==> src/rtl/memory_access_unit.sv <==
// memory_access_unit: single-outstanding load/store bridge from the pipeline to a word-wide bus.
// Optional feature macro MEM_ACCESS_TIMEOUT_EN adds a bus watchdog aborting after TIMEOUT_CYCLES.
`ifndef LOAD_B
`define LOAD_B  3'd0
`endif
`ifndef LOAD_H
`define LOAD_H  3'd1
`endif
`ifndef LOAD_W
`define LOAD_W  3'd2
`endif
`ifndef LOAD_BU
`define LOAD_BU 3'd4
`endif
`ifndef LOAD_HU
`define LOAD_HU 3'd5
`endif

module memory_access_unit #(
    parameter int TIMEOUT_CYCLES = 255
) (
    input  logic        clk,
    input  logic        reset,
    input  logic        req_valid,
    output logic        req_ready,
    input  logic        req_store,
    input  logic [2:0]  req_type,
    input  logic [31:0] req_addr,
    input  logic [31:0] req_wdata,
    output logic        bus_req,
    output logic        bus_we,
    output logic [31:0] bus_addr,
    output logic [3:0]  bus_be,
    output logic [31:0] bus_wdata,
    input  logic        bus_ack,
    input  logic [31:0] bus_rdata,
    input  logic        bus_err,
    output logic        rsp_valid,
    input  logic        rsp_ready,
    output logic [31:0] rsp_rdata,
    output logic [1:0]  rsp_offset,
    output logic [2:0]  rsp_type,
    output logic        rsp_store,
    output logic [1:0]  rsp_exc
);
    typedef enum logic [1:0] {IDLE, BUS, RESP} state_t;

    localparam logic [1:0] EXC_NONE  = 2'd0;
    localparam logic [1:0] EXC_ALIGN = 2'd1;
    localparam logic [1:0] EXC_BUS   = 2'd2;

    if (TIMEOUT_CYCLES < 1 || TIMEOUT_CYCLES > 65535) begin : g_bad_timeout
        $error("memory_access_unit: TIMEOUT_CYCLES must be 1..65535");
    end

    state_t     state;
    logic [1:0] off;
    logic       is_half;
    logic       is_word;
    logic       misaligned;
    logic [3:0] store_be;

    assign off       = req_addr[1:0];
    assign req_ready = (state == IDLE);

    // Store codes are fixed (SB/SH/SW); load codes come from the decoder's header.
    always_comb begin
        is_half = 1'b0;
        is_word = 1'b0;
        if (req_store) begin
            is_half = (req_type == 3'd1);
            is_word = (req_type == 3'd2);
        end else begin
            case (req_type)
                `LOAD_H, `LOAD_HU: is_half = 1'b1;
                `LOAD_W:           is_word = 1'b1;
                default:           ;
            endcase
        end
    end

    // An access is misaligned exactly when it would cross the word boundary.
    assign misaligned = (is_word && off != 2'd0) || (is_half && off == 2'd3);
    assign store_be   = is_word ? 4'hF : (is_half ? (4'b0011 << off) : (4'b0001 << off));

`ifdef MEM_ACCESS_TIMEOUT_EN
    localparam logic [15:0] TO_LAST = 16'(TIMEOUT_CYCLES - 1);
    localparam logic [1:0]  EXC_TO  = 2'd3;
    logic [15:0] bus_cnt;
`endif

    always_ff @(posedge clk or posedge reset) begin
        if (reset) begin
            state      <= IDLE;
            bus_req    <= 1'b0;
            bus_we     <= 1'b0;
            bus_addr   <= 32'd0;
            bus_be     <= 4'd0;
            bus_wdata  <= 32'd0;
            rsp_valid  <= 1'b0;
            rsp_rdata  <= 32'd0;
            rsp_offset <= 2'd0;
            rsp_type   <= 3'd0;
            rsp_store  <= 1'b0;
            rsp_exc    <= EXC_NONE;
`ifdef MEM_ACCESS_TIMEOUT_EN
            bus_cnt    <= 16'd0;
`endif
        end else begin
            case (state)
                IDLE: begin
                    if (req_valid) begin
                        rsp_store  <= req_store;
                        rsp_type   <= req_type;
                        rsp_offset <= off;
                        rsp_rdata  <= 32'd0;
                        bus_addr   <= {req_addr[31:2], 2'b00};
                        bus_we     <= req_store;
                        bus_be     <= req_store ? store_be : 4'hF;
                        bus_wdata  <= req_store ? (req_wdata << {off, 3'b000}) : 32'd0;
                        if (misaligned) begin
                            rsp_exc   <= EXC_ALIGN;
                            rsp_valid <= 1'b1;
                            state     <= RESP;
                        end else begin
                            rsp_exc   <= EXC_NONE;
                            bus_req   <= 1'b1;
                            state     <= BUS;
`ifdef MEM_ACCESS_TIMEOUT_EN
                            bus_cnt   <= 16'd0;
`endif
                        end
                    end
                end
                BUS: begin
                    // An ack in the same cycle as the watchdog expiry still completes normally.
                    if (bus_ack) begin
                        bus_req   <= 1'b0;
                        rsp_rdata <= bus_we ? 32'd0 : bus_rdata;
                        rsp_exc   <= bus_err ? EXC_BUS : EXC_NONE;
                        rsp_valid <= 1'b1;
                        state     <= RESP;
                    end
`ifdef MEM_ACCESS_TIMEOUT_EN
                    else if (bus_cnt == TO_LAST) begin
                        bus_req   <= 1'b0;
                        rsp_exc   <= EXC_TO;
                        rsp_valid <= 1'b1;
                        state     <= RESP;
                    end else begin
                        bus_cnt <= bus_cnt + 16'd1;
                    end
`endif
                end
                RESP: begin
                    if (rsp_ready) begin
                        rsp_valid <= 1'b0;
                        state     <= IDLE;
                    end
                end
                default: state <= IDLE;
            endcase
        end
    end
endmodule
==> config.mk <==
export PLATFORM = sky130hd
export DESIGN_NAME = memory_access_unit
export DESIGN_NICKNAME = d
export VERILOG_FILES = /design/src/rtl/memory_access_unit.sv
export SDC_FILE = /design/constraint.sdc
export NUM_CORES = 1
export LEC_CHECK = 0
export ABC_AREA = 1
export CAP_MARGIN = 10
export CORE_ASPECT_RATIO = 0.5
export CORE_UTILIZATION = 25
export DETAILED_ROUTE_END_ITERATION = 10
export MAX_ROUTING_LAYER = met4
export PLACE_DENSITY_LB_ADDON = 0.25
export SLEW_MARGIN = 15
export SYNTH_ARGS = -nofsm -noshare
export SYNTH_HDL_FRONTEND = slang
export SYNTH_SLANG_ARGS = --single-unit
==> constraint.sdc <==
create_clock -name clk -period 4.35 [get_ports clk]
set_input_delay 0.87 -clock clk [delete_from_list [all_inputs] [get_ports clk]]
set_output_delay 0.87 -clock clk [all_outputs]
set_load 0.05 [all_outputs]
==> results.txt <==
The flow ran to the end, and the final reports show no timing, DRC or antenna violations. The first global-routing pass estimated 23.6 mm of wire. The tools report the number of I/O pins as 218. The peak per-stage delay on the critical path was 830 ps. Synthesis handed over a netlist of 593 instances. In the final routed layout, each cell accounts on average for 14.2 µm.

After synthesis, flip-flops and latches occupy 56.7% of the total area. After legalization and detailed placement, the total HPWL measured 10.8 mm. The die height is 101 µm, and the count of flip-flops with a built-in enable after synthesis is 0. The end point of the critical path was req_ready. By area the synthesized netlist is led by sky130_fd_sc_hd__dfrtp_1, sky130_fd_sc_hd__nand2_1, sky130_fd_sc_hd__nand3_1. The tool flagged a number of max-cap violations equal to 0. The nature of the critical path endpoint is a primary output. Depth of the worst register-to-register path: 8. After synthesis the cells add up to 0.00485 mm². The run gives 0.0187 mm² as the standard cell core area. The run gives 61 as the largest net degree at the start of global routing. For the worst setup path, the data required time is 3480 ps. The actual slew at the worst max-slew pin works out to 814 ps.

For the post-detailed-routing wire length, the log shows 15.0 mm. The top cell type by area accounts for 56.7% of the synthesized area. After floorplanning, the core was divided into 35 placement rows. The share of total power dissipated in the clock network is 13.9%. The mean number of vias per cell is 4.34, and the maximum clock insertion buffer count is 2. The initial antenna violation count was 0.

The run gives 0.0200 mm² as the floorplan die area. The worst register-to-register path begins at state[0]. Dividing total power by cell area gives a power density of 840 mW/mm². The worst pin sits at a relative slew slack of 45.7%. Summed over all layers, the global routing overflow is 0. The routed length on met3 came out at 603 µm. The synthesized design spends more area on one cell type than any other, namely sky130_fd_sc_hd__dfrtp_1. The setup slack of the worst register-to-register path came out at 2150 ps. Measured along the x axis, the die boundary spans 199 µm. For the total count of max-transition violations in the final report, the log shows 0. The post-CTS clock slew at the launch and capture registers of the worst setup and hold paths was 80 ps; the final critical-path share of the clock period was 62.6%. The post-route netlist has 4.66% of its cells at a drive strength greater than 1. The logs give 40.1% for the share of the core filled with cells in the final layout and 24 for the number of different library cells in the post-synthesis netlist.

The tools report the number of nets in the finished design as 895. Global routing used 15.6% of the available tracks. The via count of the first global-routing pass is 4,506.

For this run, the number of Yosys warnings is 0. Setup violations remaining at the end of the flow were counted as 0. The repair_antennas step left the layout with diodes totalling 0. The worst-case IR drop observed on VDD is 376 µV. From synthesis to final layout, the design area changed by 54.5%. The setup total negative slack is 0 ps. The category of the critical setup timing path is flop to primary output. The number of CTS-inserted buffers came out at 9.

The detailed-routing iteration count for the pre-antenna-repair pass is 5, and the part of the power in combinational logic is 58.2%. The final critical-path required period came out at 2720 ps. The cell with the most instances after synthesis is sky130_fd_sc_hd__nand2_1. The sequential cell area is 0.00275 mm².

The type of the most critical hold path was flop to flop. The run gives 0.00183 mm² as the area taken by multi-input logic gates. The most instantiated flip-flop cell in the synthesis netlist is sky130_fd_sc_hd__dfrtp_1.

The total routed wire length on the met1 layer is 6.76 mm, and the count of buffers from port buffering is 215. The slowest stage of the critical path is the sky130_fd_sc_hd__clkdlybuf4s50_1 cell. The logs give 360 ps for the clock latency on the worst-skew pair and 0.773 for the routability congestion estimate from global placement.

The clock tree root buffer cell is sky130_fd_sc_hd__clkbuf_16. Based on the critical path, the design can be clocked at up to 367 MHz. The tools report the clock sink count as 110. H-tree depth: 3.

Initial standard-cell utilization of the core: 26.0%. Total number of vias: 4,575. The data arrival time of the critical path was 1850 ps; the static power due to leakage was 3.40 nW. In this run the critical register-to-register path is captured at bus_be[2].

The run gives 0 as the count of instances resized after the clock tree is built. STA classifies the critical path startpoint as a flop. In this run the remaining antenna-violating nets after routing total 0.

Fill cells in the final layout number 1,909. The number of synthesized register bits works out to 110. For this design, the CTS-stage hold fixing added 0 buffers.

In this run, the number of DRC markers left after iteration 0 of detailed routing was 251. The clock skew is 12.8 ps, and the fraction of synthesis flops using an asynchronous set or reset pin is 100%. The run gives 0 as the number of design rule violations left after detail routing.

Traced cell by cell, the critical path runs through nor2_4, clkdlybuf4s50_1. TritonCTS built the clock tree. In this run the post-CTS setup repair buffer count came out at 0. Ranked by instance count, the synthesized netlist is headed by sky130_fd_sc_hd__nand2_1, sky130_fd_sc_hd__dfrtp_1, sky130_fd_sc_hd__nor2_1, sky130_fd_sc_hd__nand3_1, sky130_fd_sc_hd__a21oi_1.

Hold violation total from the final report: 0. Setup repair after global routing left no endpoint under its margin. The relative contribution of sequential cells to total power was 28.0%; the cell internal power dissipation was 3.09 mW.

The run gives 7.50 mm as the wire length on met2. In this run the worst setup path begins at state[0]. The synthesized area divided by synthesized cell count was 8.19 µm²; the biggest fanout along the worst timing path was 6.

Of the total power, the share spent switching nets is 51.0%. The highest routing layer actually used is met4. The run gives 3.21 mW as the power dissipated by switching net loads.
==> registers in the layout, summed over array words and instances (netlist names) <==
name,count
rsp_exc,2
rsp_store,1
rsp_type,3
rsp_offset,2
rsp_valid,1
state,2
bus_wdata,32
bus_req,1
bus_addr,30
rsp_rdata,32
bus_be,4
==> cells in the final DEF, fill, tap and decap left out <==
cell                              count
sky130_fd_sc_hd__o211ai_1             3
sky130_fd_sc_hd__bufinv_16            1
sky130_fd_sc_hd__nor3_1               1
sky130_fd_sc_hd__o21ai_0             32
sky130_fd_sc_hd__nand4_1              2
sky130_fd_sc_hd__nand2_2              1
sky130_fd_sc_hd__dfrtp_1            110
sky130_fd_sc_hd__clkinv_2             1
sky130_fd_sc_hd__clkbuf_16            9
sky130_fd_sc_hd__inv_1               19
sky130_fd_sc_hd__inv_4                1
sky130_fd_sc_hd__nand3b_1             2
sky130_fd_sc_hd__nor2_1              45
sky130_fd_sc_hd__nand3_1             43
sky130_fd_sc_hd__clkinv_4             2
sky130_fd_sc_hd__nor2_4               5
sky130_fd_sc_hd__buf_4                6
sky130_fd_sc_hd__inv_8                2
sky130_fd_sc_hd__nand2_4              1
sky130_fd_sc_hd__a21oi_1             36
sky130_fd_sc_hd__or2_2                3
sky130_fd_sc_hd__clkdlybuf4s50_1    215
sky130_fd_sc_hd__inv_2                2
sky130_fd_sc_hd__nor2_2               1
sky130_fd_sc_hd__nand2_1            246
sky130_fd_sc_hd__clkinvlp_4           1
sky130_fd_sc_hd__o31ai_1              1
sky130_fd_sc_hd__o21ai_4              1
sky130_fd_sc_hd__conb_1               2
==> final cells by class <==
| class | count | share of cell area (%) |
|---|---|---|
| sequential | 110 | 36.7 |
| clock inverter | 7 | 1.10 |
| tap | 259 | 4.32 |
| timing repair buffer | 221 | 29.3 |
| clock buffer | 9 | 3.00 |
| multi-input combinational | 425 | 24.4 |
| inverter | 22 | 1.13 |
==> power groups by stage <==
| stage | Combinational (mW) | Clock, mW | Sequential (mW) |
|---|---|---|---|
| CTS | 3.71 | 0.905 | 1.77 |
| finish | 3.66 | 0.875 | 1.76 |
| floorplan | 0.887 | 0 | 3.32 |
| detailed placement | 3.70 | 0 | 1.79 |
| global placement | 3.68 | 0 | 1.78 |
| global route | 3.89 | 0.938 | 1.82 |
==> layer usage <==
layer,GRT usage [%],vias up
li1,-,2257
met1,19.4,2190
met2,26.1,122
met3,3.41,6
met4,3.37,0
met5,-,-
==> how the worst min path moves through the flow <==
stage | slack [ps] | end | start | cells past startpoint
after floorplan | 610 | rsp_exc[1] | state[0] | 2
after global placement | 470 | bus_addr[22] | bus_addr[22] | 2
after detailed placement | 460 | rsp_valid | rsp_valid | 2
after CTS | 480 | rsp_valid | rsp_valid | 2
after global routing | 500 | bus_addr[3] | bus_addr[3] | 2
final | 470 | rsp_valid | rsp_valid | 2
==> critical path: cells and delay by family (launching register included) <==
kind,cells,cell delay (ps)
buffers and inverters,1,830
flip-flops,1,460
AND/OR/NAND/NOR,1,210
==> stage by stage <==
step	total power [mW]	hold slack, ps	setup slack (ps)	area, µm²	instances
after floorplan	4.21	613	578	4860	594
after global placement	5.46	465	1450	7190	1037
after detailed placement	5.48	458	1400	7190	1037
after CTS	6.38	477	1600	7500	1053
after global routing	6.65	496	1540	7500	1053
final	6.30	472	1630	7500	1053
==> cells by family after synthesis <==
kind of cell / count (synthesis) / share of synthesized area [%]
other cells: 1 / 0.0772
compound gates: 73 / 7.73
flops: 110 / 56.7
simple gates: 350 / 29.5
buf+inv: 59 / 6.01
Power figures use the tool's default switching activity.
